**config.mk**
```make
export PLATFORM = sky130hd
export DESIGN_NAME = byte_decode_d_flat
export DESIGN_NICKNAME = d
export VERILOG_FILES = /design/src/rtl/byte_decode_d_pkg.sv /design/src/rtl/byte_decode_d_if.sv /design/src/rtl/byte_decode_d_accum.sv /design/src/rtl/byte_decode_d.sv /design/src/flat_wrapper.sv
export SDC_FILE = /design/constraint.sdc
export NUM_CORES = 1
export LEC_CHECK = 0
export ABC_AREA = 1
export CAP_MARGIN = 10
export CORE_AREA = 2 2 128 80
export DETAILED_ROUTE_END_ITERATION = 10
export DIE_AREA = 0 0 130 82
export PLACE_DENSITY = 0.86
export SYNTH_ARGS = -nofsm -noshare
export SYNTH_HDL_FRONTEND = slang
export SYNTH_SLANG_ARGS = --single-unit
export TNS_END_PERCENT = 100
```
**constraint.sdc**
```tcl
create_clock -name clk -period 4.55 [get_ports clk]
set_input_delay 0.91 -clock clk [delete_from_list [all_inputs] [get_ports clk]]
set_output_delay 0.91 -clock clk [all_outputs]
set_load 0.02 [all_outputs]
```
**src/rtl/byte_decode_d_pkg.sv**
```systemverilog
// Shared constants, FSM state type and the legal-width check for the ByteDecode_d unpacker.
package byte_decode_d_pkg;

    localparam int unsigned KyberN = 256;
    localparam int unsigned KyberQ = 3329;
    localparam int unsigned AccW   = 24;
    localparam int unsigned CntW   = 5;
    localparam int unsigned DMax   = 12;

    typedef enum logic [0:0] {
        StIdle,
        StRun
    } state_e;

    function automatic logic d_legal(input logic [3:0] d);
        return (d >= 4'd1) && (d <= 4'd12);
    endfunction

endpackage

```
**src/rtl/byte_decode_d_if.sv**
```systemverilog
// Byte-in / coefficient-out streaming bus with valid/ready on both sides.
interface byte_decode_d_if #(
    parameter int unsigned COEF_W = 16,
    parameter int unsigned IDX_W  = 8
);
    logic              din_valid;
    logic [7:0]        din;
    logic              din_ready;
    logic              dout_valid;
    logic [COEF_W-1:0] dout;
    logic [IDX_W-1:0]  dout_index;
    logic              dout_last;
    logic              dout_ready;

    modport slave (
        input  din_valid, din, dout_ready,
        output din_ready, dout_valid, dout, dout_index, dout_last
    );

    modport master (
        output din_valid, din, dout_ready,
        input  din_ready, dout_valid, dout, dout_index, dout_last
    );
endinterface

```
**src/rtl/byte_decode_d_accum.sv**
```systemverilog
// Bit accumulator: bytes are appended above the pending bits, coefficients leave from the bottom.
module byte_decode_d_accum
    import byte_decode_d_pkg::*;
(
    input  logic            clk,
    input  logic            reset,
    input  logic            clear_i,
    input  logic            push_i,
    input  logic [7:0]      din_i,
    input  logic            pop_i,
    input  logic [3:0]      d_i,
    output logic [CntW-1:0] cnt_o,
    output logic [DMax-1:0] pop_data_o
);
    logic [AccW-1:0] acc_q, acc_d, acc_shift;
    logic [CntW-1:0] cnt_q, cnt_d, cnt_shift;

    // Pop is applied first so a simultaneous push lands directly above the remaining bits.
    always_comb begin
        acc_shift = acc_q;
        cnt_shift = cnt_q;
        if (pop_i) begin
            acc_shift = acc_q >> d_i;
            cnt_shift = cnt_q - CntW'(d_i);
        end
        acc_d = acc_shift;
        cnt_d = cnt_shift;
        if (push_i) begin
            acc_d = acc_shift | (AccW'(din_i) << cnt_shift);
            cnt_d = cnt_shift + CntW'(8);
        end
        if (clear_i) begin
            acc_d = '0;
            cnt_d = '0;
        end
    end

    always_ff @(posedge clk or posedge reset) begin
        if (reset) begin
            acc_q <= '0;
            cnt_q <= '0;
        end else begin
            acc_q <= acc_d;
            cnt_q <= cnt_d;
        end
    end

    assign cnt_o      = cnt_q;
    assign pop_data_o = acc_q[DMax-1:0] & ((DMax'(1) << d_i) - DMax'(1));

endmodule

```
**src/rtl/byte_decode_d.sv**
```systemverilog
// Streaming ByteDecode_d: unpacks one polynomial of N d-bit coefficients from a byte stream.
module byte_decode_d
    import byte_decode_d_pkg::*;
#(
    parameter int unsigned N      = KyberN,
    parameter int unsigned COEF_W = 16,
    parameter int unsigned Q      = KyberQ,
    parameter int unsigned IDX_W  = $clog2(N)
) (
    input  logic            clk,
    input  logic            reset,
    input  logic            start_i,
    input  logic [3:0]      d_sel_i,
    byte_decode_d_if.slave  bus,
    output logic            busy_o,
    output logic            done_o,
    output logic            cfg_err_o,
    output logic            range_err_o
);
    localparam int unsigned ByteW = $clog2(N * DMax / 8 + 1);

    state_e            state_q, state_d;
    logic [3:0]        d_q, d_d;
    logic [ByteW-1:0]  bytes_q, bytes_d, frame_bytes;
    logic [IDX_W-1:0]  idx_q, idx_d;
    logic              dout_valid_q, dout_valid_d;
    logic [COEF_W-1:0] dout_q, dout_d;
    logic              done_q, done_d;
    logic              cfg_err_q, cfg_err_d;
    logic              range_err_q, range_err_d;

    logic            run, go, push, pop, out_hs, last_idx;
    logic [CntW-1:0] cnt;
    logic [DMax-1:0] pop_data;

    assign run         = (state_q == StRun);
    assign go          = !run && start_i && d_legal(d_sel_i);
    assign frame_bytes = ByteW'(N / 8) * ByteW'(d_q);
    assign last_idx    = (idx_q == IDX_W'(N - 1));

    // Ready is built from registered state only; the byte budget stops intake at frame end.
    assign bus.din_ready = run && (cnt <= CntW'(16)) && (bytes_q < frame_bytes);
    assign push          = bus.din_valid && bus.din_ready;
    assign pop           = run && (cnt >= CntW'(d_q)) && (!dout_valid_q || bus.dout_ready);
    assign out_hs        = dout_valid_q && bus.dout_ready;

    byte_decode_d_accum u_accum (
        .clk       (clk),
        .reset     (reset),
        .clear_i   (go),
        .push_i    (push),
        .din_i     (bus.din),
        .pop_i     (pop),
        .d_i       (d_q),
        .cnt_o     (cnt),
        .pop_data_o(pop_data)
    );

    always_comb begin
        state_d      = state_q;
        d_d          = d_q;
        bytes_d      = bytes_q;
        idx_d        = idx_q;
        dout_valid_d = dout_valid_q;
        dout_d       = dout_q;
        done_d       = 1'b0;
        cfg_err_d    = 1'b0;
        range_err_d  = range_err_q;
        case (state_q)
            StIdle: begin
                if (start_i) begin
                    if (d_legal(d_sel_i)) begin
                        state_d     = StRun;
                        d_d         = d_sel_i;
                        bytes_d     = '0;
                        idx_d       = '0;
                        range_err_d = 1'b0;
                    end else begin
                        cfg_err_d = 1'b1;
                    end
                end
            end
            StRun: begin
                if (push) bytes_d = bytes_q + ByteW'(1);
                if (out_hs) begin
                    idx_d        = idx_q + IDX_W'(1);
                    dout_valid_d = 1'b0;
                    if (last_idx) begin
                        state_d = StIdle;
                        done_d  = 1'b1;
                    end
                end
                if (pop) begin
                    dout_valid_d = 1'b1;
                    dout_d       = COEF_W'(pop_data);
                    if (d_q == 4'd12 && pop_data >= DMax'(Q)) range_err_d = 1'b1;
                end
            end
            default: state_d = StIdle;
        endcase
    end

    always_ff @(posedge clk or posedge reset) begin
        if (reset) begin
            state_q      <= StIdle;
            d_q          <= '0;
            bytes_q      <= '0;
            idx_q        <= '0;
            dout_valid_q <= 1'b0;
            dout_q       <= '0;
            done_q       <= 1'b0;
            cfg_err_q    <= 1'b0;
            range_err_q  <= 1'b0;
        end else begin
            state_q      <= state_d;
            d_q          <= d_d;
            bytes_q      <= bytes_d;
            idx_q        <= idx_d;
            dout_valid_q <= dout_valid_d;
            dout_q       <= dout_d;
            done_q       <= done_d;
            cfg_err_q    <= cfg_err_d;
            range_err_q  <= range_err_d;
        end
    end

    assign bus.dout_valid = dout_valid_q;
    assign bus.dout       = dout_q;
    assign bus.dout_index = idx_q;
    assign bus.dout_last  = dout_valid_q && last_idx;
    assign busy_o         = run;
    assign done_o         = done_q;
    assign cfg_err_o      = cfg_err_q;
    assign range_err_o    = range_err_q;

endmodule

```
**src/flat_wrapper.sv**
```systemverilog
// flat-port wrapper written by rule: the top's interface ports become plain ports
module byte_decode_d_flat import byte_decode_d_pkg::*;
#(
    parameter int unsigned N      = KyberN,
    parameter int unsigned COEF_W = 16,
    parameter int unsigned Q      = KyberQ,
    parameter int unsigned IDX_W  = $clog2(N)
)
  (clk, reset, start_i, d_sel_i, busy_o, done_o, cfg_err_o, range_err_o, bus_din_valid, bus_din, bus_dout_ready, bus_din_ready, bus_dout_valid, bus_dout, bus_dout_index, bus_dout_last);
  byte_decode_d_if #(.COEF_W(COEF_W), .IDX_W(IDX_W)) bus_i ();
  input  logic clk;
  input  logic reset;
  input  logic start_i;
  input  logic [3:0] d_sel_i;
  output logic busy_o;
  output logic done_o;
  output logic cfg_err_o;
  output logic range_err_o;
  input wire logic [$bits(bus_i.din_valid)-1:0] bus_din_valid;
  input wire logic [$bits(bus_i.din)-1:0] bus_din;
  input wire logic [$bits(bus_i.dout_ready)-1:0] bus_dout_ready;
  output wire logic [$bits(bus_i.din_ready)-1:0] bus_din_ready;
  output wire logic [$bits(bus_i.dout_valid)-1:0] bus_dout_valid;
  output wire logic [$bits(bus_i.dout)-1:0] bus_dout;
  output wire logic [$bits(bus_i.dout_index)-1:0] bus_dout_index;
  output wire logic [$bits(bus_i.dout_last)-1:0] bus_dout_last;
  assign bus_i.din_valid = bus_din_valid;
  assign bus_i.din = bus_din;
  assign bus_i.dout_ready = bus_dout_ready;
  assign bus_din_ready = bus_i.din_ready;
  assign bus_dout_valid = bus_i.dout_valid;
  assign bus_dout = bus_i.dout;
  assign bus_dout_index = bus_i.dout_index;
  assign bus_dout_last = bus_i.dout_last;
  byte_decode_d #(.N(N), .COEF_W(COEF_W), .Q(Q), .IDX_W(IDX_W)) u_core (.clk(clk), .reset(reset), .start_i(start_i), .d_sel_i(d_sel_i), .bus(bus_i), .busy_o(busy_o), .done_o(done_o), .cfg_err_o(cfg_err_o), .range_err_o(range_err_o));
endmodule
```
==> metrics.txt, run 1 <==
status finished, final reports clean; drt first-iter violations 583; sequential fraction of the synthesis area 32.7%; die height 82 µm; multi-input logic area 0.00295 mm²; # DRC 0; # diodes 0; Clock Pin Slew Worst Setup and Hold Paths 0.07 ns; Critical R2R Launch u_core.d_q[2]; Top FF cell, synth dfrtp_1; Core Area 0.00956 mm²; Die Wd 130 µm; synth unique cells 50; Vias 5366; number of max-cap violations 0; Layout area overhead 15.1%; final wirelength 15500 µm; first-pass GRT wire length 25200 µm; Starting Density 53.7%; TNS Setup 0 ns; cells along the critical path inv_1 > buf_4 > ha_1 > a21o_1 > a31oi_1 > nand2_1 > inv_1 > clkdlybuf4s50_1; all-layer global routing usage 30.7%; Vias/cell 5.82; fraction of registers with async set or reset after synthesis 100%; achievable clock frequency 0.264 GHz; Reg area 0.00168 mm²; Max-Slew Margin vs Limit 33.0%; share of cells above drive strength 1 8.26%; crit path launch type flop; crit path time final 3.78 ns; Antenna Nets Post-Route 0; CTS tree done; count leader, synth nand2_1; hold_sp u_core.bus.dout[11]; final hold violation count 0; number of synthesized flops with an enable pin 0; full die area 0.0107 mm²; HP Class flop to flop; Yosys top cell by area dfrtp_1; Rows 28; Setup crit end kind output port; WP data arrival 2.87 ns; drt wl/cell 16.8 µm; post-synthesis area per instance 6.80 µm²; final-layout fill cell count 856; Mapped Area 0.00513 mm²; Sink Count 67; critical path required time 3.64 ns; Syn Inst Count 755; CTS Buf Count 9; NumNets Final 810; Hold-fix buffers, CTS 0; Worst-Skew Late Latency 0.34 ns; post-synth top area share 32.7%; fin. max-slew vios 0; setup violators final 0; unrepaired setup endpoints after global routing false; WS Path Type flop to output port; Pre-Repair DR Iteration Count 5; Clock Skew 0.0125 ns; synth cell count leaders nand2_1, o21ai_0, inv_1; IO Port Bufs 43; biggest cell delay along the critical path 0.84 ns; register bit count reported by yosys 67; setup bufs post-CTS 0; vias in the first global route 4966; Top Ports 48; clock tree buffer depth 2; initial antenna violation count 0; pin count of the biggest net entering global routing 49; Crit-path slowest cell dfrtp_1; total global routing overflow 0; CTS HTree Levels 3; Yosys warnings 0; worst-margin pin slew 1.00 ns; most frequent CP cell inv_1; dpl hpwl 11600 µm; root buf cell clkbuf_16; gpl congestion 0.997; CP startpoint u_core.d_q[2]; synth top area cells dfrtp_1, nand2_1, o21ai_0; Resize count post-CTS 0; critical path peak fanout 22; Period Utilization, post-route 83.1%
==> stage by stage <==
step	worst slack [ns]	std cells	utilization (%)	area (µm²)	hold WS [ns]
final	0.768	922	61.8	5910	0.482
after global routing	0.554	922	61.8	5910	0.497
after CTS	0.803	922	61.8	5910	0.483
after detailed placement	0.965	906	58.5	5600	0.467
after global placement	1.04	906	58.5	5600	0.468
after floorplan	1.96	758	-	5140	0.525
==> critical path: cells and delay by family (launching register included) <==
family / cells / cell delay (ns)
buffers and inverters: 4 / 1.11
DFF: 1 / 0.84
AOI/OAI and AO/OA: 2 / 0.30
adders and majority gates: 1 / 0.20
and+or+nand+nor: 1 / 0.09
==> cells by family after synthesis <==
logic type | synth area share [%]
and+or+nand+nor | 31.8
AOI/OAI and AO/OA | 19.5
buffers and inverters | 10.2
DFF | 32.7
adders and majority gates | 2.83
muxes | 1.76
xor gates and xnor gates | 1.22
other | 0.0731
==> state kept, by name, summed over array words and instances (netlist names), 4 cells and up <==
register,flops
u_core.bus.dout_index,8
u_core.d_q,4
u_core.bytes_q,9
u_core.bus.dout,12
u_core.u_accum.acc_q,24
u_core.u_accum.cnt_o,5
==> routing by layer <==
layer	up-vias	track usage [%]	part of all wire (%)
met5	-	0	0
met2	272	43.8	42
li1	2556	-	-
met1	2500	45.3	46
met3	38	8.60	10
met4	0	8.71	1.5
==> area by class of cell <==
class	count	area share, %
multi-input cells	570	49.9
flip-flops and latches	67	28.4
repair buffers	52	8.43
inverters	82	5.23
clock buffers	9	3.81
well taps	135	2.86
clock inverters	7	1.42
==> layout by cell type, fill, tap and decap left out, types with 3 or more instances in the layout <==
master | Yosys | layout
a21oi_1 | 46 | 46
a22oi_1 | 5 | 5
buf_4 | 6 | 9
clkbuf_16 | 0 | 9
clkdlybuf4s50_1 | 0 | 43
conb_1 | 1 | 4
dfrtp_1 | 67 | 67
ha_1 | 10 | 10
inv_1 | 73 | 72
inv_2 | 7 | 8
mux2i_1 | 9 | 9
nand2_1 | 206 | 206
nand2_2 | 5 | 5
nand2_4 | 4 | 4
nand3_1 | 66 | 66
nand3_2 | 7 | 7
nand4_1 | 10 | 10
nor2_1 | 49 | 48
nor2_2 | 2 | 3
nor3_1 | 9 | 9
nor4_1 | 3 | 3
o211ai_1 | 3 | 3
o21ai_0 | 98 | 98
o21ai_4 | 3 | 3
o22ai_1 | 4 | 4
xor2_1 | 3 | 3
==> path summary, 6_finish.rpt <==
check                                                 to  slack (ns)  cells past startpoint
worst max-delay path                       bus_din_ready        0.77                      8
worst min-delay path                 u_core.bus.dout[11]        0.48                      2
worst max register to register   u_core.u_accum.acc_q[8]        0.85                     13
worst min register to register       u_core.bus.dout[11]        0.48                      2
max in group asynchronous       u_core.u_accum.acc_q[12]        2.57                      3
min in group asynchronous              u_core.bytes_q[2]        1.13                      2
Power of run 1 is left out: the tool's default activity adds up to more than one toggle a clock period on the data nets, which glitch-free logic cannot reach.
==> run 2, diff against run 1 <==
- clock period: 4.55 -> 3.6 ns (I/O delays scaled with it)
==> metrics.txt, run 2 (synthesized netlist as in run 1, its figures left out) <==
Max-Slew Margin vs Limit 44.5% (+11 points); first-pass GRT wire length 25000 µm (-0.55%); worst-margin pin slew 0.831 ns (-0.171 ns); gpl congestion 1.00 (+0.42%); crit path time final 2.99 ns; Layout area overhead 17.0%; fin. max-slew vios 0 (unchanged); root buf cell clkbuf_16; max reg flops 24 (unchanged); Most flops, register u_core.u_accum.acc_q; initial antenna violation count 0 (unchanged); Vias 5420 (+1.0%); Antenna Nets Post-Route 0 (unchanged); # diodes 0 (unchanged); critical path peak fanout 16 (-27%); # DRC 0 (unchanged); WS Path Type flop to output port; CP startpoint u_core.d_q[2]; Pre-Repair DR Iteration Count 5 (unchanged); all-layer global routing usage 30.7% (about the same); drt wl/cell 16.9 µm (+0.85%); die height 82 µm (unchanged); Rows 28 (unchanged); Hold Crit Depth 2 (unchanged); Core Area 0.00956 mm² (unchanged); crit path launch type flop; reg2reg end u_core.u_accum.acc_q[12]; Setup crit end bus_din_ready; WHS 0.485 ns (+0.00355 ns); CTS tree done; setup bufs post-CTS 0 (unchanged); full die area 0.0107 mm² (unchanged); WP data arrival 2.27 ns (-0.60 ns); Period Utilization, post-route 83.0%; status finished, final reports clean; clock tree buffer depth 2 (unchanged); pin count of the biggest net entering global routing 42 (-14%); dpl hpwl 11800 µm (+2.1%); NumNets Final 819 (+1.1%); Critical R2R Launch u_core.u_accum.cnt_o[0]; Resize count post-CTS 0 (unchanged); final hold violation count 0 (unchanged); CTS HTree Levels 3 (unchanged); drt first-iter violations 611 (+4.8%); CTS Buf Count 9 (unchanged); vias in the first global route 4892 (-1.5%); achievable clock frequency 0.335 GHz; Die Wd 130 µm (unchanged); R2R cell count 16 (+3); Sink Count 67 (unchanged); Worst-Skew Late Latency 0.34 ns (about the same); R2R setup slack 0.74 ns (-0.11 ns); TNS Setup 0 ns (unchanged); Clock Pin Slew Worst Setup and Hold Paths 0.06 ns (about the same); Vias/cell 5.83 (+0.14%); total global routing overflow 0 (unchanged); most common cell after layout, fill and taps aside nand2_1; final wirelength 15800 µm (+1.7%); IO Port Bufs 43 (unchanged); Clock Skew 0.00733 ns (-0.00515 ns); setup violators final 0 (unchanged); Top Ports 48 (unchanged); critical path required time 2.88 ns (-0.76 ns); share of cells above drive strength 1 9.18% (+0.92 points); Starting Density 53.7% (unchanged); DP Worst Slack 0.514 ns (-0.452 ns); HP Class flop to flop; final worst-path setup slack 0.612 ns (-0.155 ns); most frequent cells in the layout nand2_1, o21ai_0, inv_1; number of max-cap violations 0 (unchanged); Setup crit end kind output port; unrepaired setup endpoints after global routing false; Hold-fix buffers, CTS 0 (unchanged)
## run 2: cell count changes in the layout (fill, tap and decap cells not counted), sizes merged
cell / previous run / this run
inv: 83 / 80
buf: 9 / 18
bufinv: 1 / 3
## run 2: critical path, stage by stage, from the launching register on
cell and delay (ns):
dfrtp_1 0.39, inv_1 0.10, buf_4 0.25, ha_1 0.28, a31oi_1 0.16, nand2_1 0.08
inv_1 0.07, clkdlybuf4s50_1 0.60
## run 2: area by class of cell
type	instances	area [µm²]
Sequential cell	67	1680
Inverter	82	309
Clock inverter	6	115
Multi-Input combinational cell	570	2950
Clock buffer	9	225
Timing Repair Buffer	61	566
Fill cell	837	3560
Tap cell	135	169
## run 2: worst min-delay path by stage
stage	from	slack, ns	to
after global placement	u_core.bus.dout[8]	0.47	u_core.bus.dout[8]
after CTS	u_core.bus.dout[2]	0.49	u_core.bus.dout[2]
after global routing	u_core.bus.dout[11]	0.51	u_core.bus.dout[11]
after floorplan	u_core.u_accum.acc_q[23]	0.53	u_core.u_accum.acc_q[23]
final	u_core.bus.dout[2]	0.49	u_core.bus.dout[2]
after detailed placement	u_core.bus.dout[2]	0.47	u_core.bus.dout[2]
## run 2: routing by layer
metal / GRT usage [%] / share of wire [%] / vias to the layer above
met2: 44.2 / 42 / 285
li1: - / - / 2575
met5: 0 / 0 / -
met4: 8.17 / 1.6 / 0
met3: 7.17 / 9.2 / 25
met1: 46.0 / 47 / 2535
## run 2: per-stage QoR
stage,cell area (µm²),std cells,utilization (%)
floorplan,5140,758,-
CTS,6010,930,62.8
detailed placement,5670,915,59.2
global route,6010,930,62.8
global placement,5670,915,59.2
finish,6010,930,62.8
Power of run 2 is left out for the same reason.
==> run 3, diff against run 2 <==
- clock period: 3.6 -> 2.8 ns (I/O delays scaled with it)
==> metrics.txt, run 3 (synthesized netlist as in run 1, its figures left out) <==
# DRC 0 (unchanged); CTS tree done; Final Instance Count excl. Fillers 949 (+2.0%); drt first-iter violations 629 (+2.9%); # diodes 0 (unchanged); Clock Skew 0.00675 ns (-0.000588 ns); crit path launch type flop; root buf cell clkbuf_16; worst-margin pin slew 0.575 ns (-0.256 ns); most frequent cells in the layout nand2_1, o21ai_0, inv_1; initial antenna violation count 0 (unchanged); clock tree buffer depth 2 (unchanged); CTS HTree Levels 3 (unchanged); hold_sp u_core.bus.dout[2]; Hold Crit Depth 2 (unchanged); HP Class flop to flop; critical path peak fanout 5 (-11); Vias/cell 5.82 (-0.10%); CTS Buf Count 9 (unchanged); dpl hpwl 12000 µm (+1.9%); WP data arrival 2.10 ns (-0.17 ns); CP startpoint u_core.bus.dout_index[0]; number of max-cap violations 0 (unchanged); Sink Count 67 (unchanged); unrepaired setup endpoints after global routing false; R2R cell count 14 (-2); Most flops, register u_core.u_accum.acc_q; pin count of the biggest net entering global routing 42 (unchanged); Antenna Nets Post-Route 0 (unchanged); Layout area overhead 19.3%; final hold violation count 0 (unchanged); all-layer global routing usage 31.2% (+0.53 points); Setup crit end kind output port; critical path required time 2.24 ns (-0.64 ns); share of cells above drive strength 1 12.0% (+2.9 points); final-layout fill cell count 846 (+1.1%); Period Utilization, post-route 95.2%; achievable clock frequency 0.375 GHz; Max-Slew Margin vs Limit 61.6% (+17 points); status finished, final reports clean; NumNets Final 837 (+2.2%); DP Cell Count 931 (+1.7%); full die area 0.0107 mm² (unchanged); IO Port Bufs 43 (unchanged); Rows 28 (unchanged); TNS Setup 0 ns (unchanged); Starting Density 53.7% (unchanged); die height 82 µm (unchanged); final wirelength 15900 µm (+0.81%); Die Wd 130 µm (unchanged); Vias 5525 (+1.9%); Top Ports 48 (unchanged); most common cell after layout, fill and taps aside nand2_1; Pre-Repair DR Iteration Count 6 (+1); gpl congestion 0.984 (-1.7%); setup violators final 0 (unchanged); Worst-Skew Late Latency 0.34 ns (about the same); fin. max-slew vios 0 (unchanged); Clock Pin Slew Worst Setup and Hold Paths 0.06 ns (about the same); drt wl/cell 16.7 µm (-1.2%); WS Path Type flop to output port; vias in the first global route 5079 (+3.8%); crit path time final 2.66 ns; max reg flops 24 (unchanged); first-pass GRT wire length 25700 µm (+2.6%); Core Area 0.00956 mm² (unchanged); total global routing overflow 0 (unchanged); Critical R2R Launch u_core.d_q[2]
run 3: cell count changes in the layout (fill, tap and decap cells not counted), moves of 2 or more:
cell | previous run | this run
bufinv_16 | 3 | 0
clkinv_4 | 2 | 0
nor2_1 | 48 | 46
buf_6 | 0 | 2
buf_4 | 18 | 32
nor2_2 | 3 | 5
inv_6 | 0 | 4
clkinvlp_4 | 1 | 3
run 3: what timing repair did:
action / CTS / global route
cloned: 0 / 1
gates resized for setup: 1 / 9
setup endpoints to repair: 1 / 16
hold buffers: 0 / 0
pin swaps: 0 / 3
setup buffers: 0 / 1
run 3: layout make-up:
cell class                 count  area, µm²  share of cell area, %
sequential                    67       1680                   27.4
inverter                      82        309                   5.05
tap                          135        169                   2.76
clock buffer                   9        225                   3.68
multi-input combinational    571       2970                   48.5
timing repair buffer          78        716                   11.7
clock inverter                 7       57.6                  0.940
run 3: metrics by stage:
step / area [µm²] / worst slack (ns) / hold WS [ns] / utilization (%)
finish: 6120 / 0.135 / 0.488 / 64.0
global route: 6120 / 0.00569 / 0.512 / 64.0
CTS: 6080 / 0.0132 / 0.487 / 63.6
detailed placement: 5800 / 0.103 / 0.469 / 60.6
global placement: 5800 / 0.213 / 0.466 / 60.6
floorplan: 5140 / 0.220 / 0.525 / -
run 3: worst max-delay path, cell delays in order (launching register included):
cell,delay (ns)
dfrtp_1,0.41
ha_1,0.20
nand2_1,0.13
nor4_2,0.35
clkdlybuf4s50_1,0.68
run 3: path summary, 6_finish.rpt:
check	slack (ns)	endpoint
min	0.49	u_core.bus.dout[2]
max in group asynchronous	1.56	u_core.u_accum.acc_q[21]
min reg2reg	0.49	u_core.bus.dout[2]
max reg2reg	0.20	u_core.u_accum.acc_q[0]
max	0.14	bus_dout_last
min in group asynchronous	0.61	u_core.bytes_q[4]
run 3: routing by layer:
layer  vias up  share of wire [%]  track usage, %
met2       344                 42            45.0
met4         0                1.6            8.49
li1       2619                  -               -
met5         -                  0               0
met3        38                 12            8.79
met1      2524                 45            45.8
Power of run 3 is left out for the same reason.
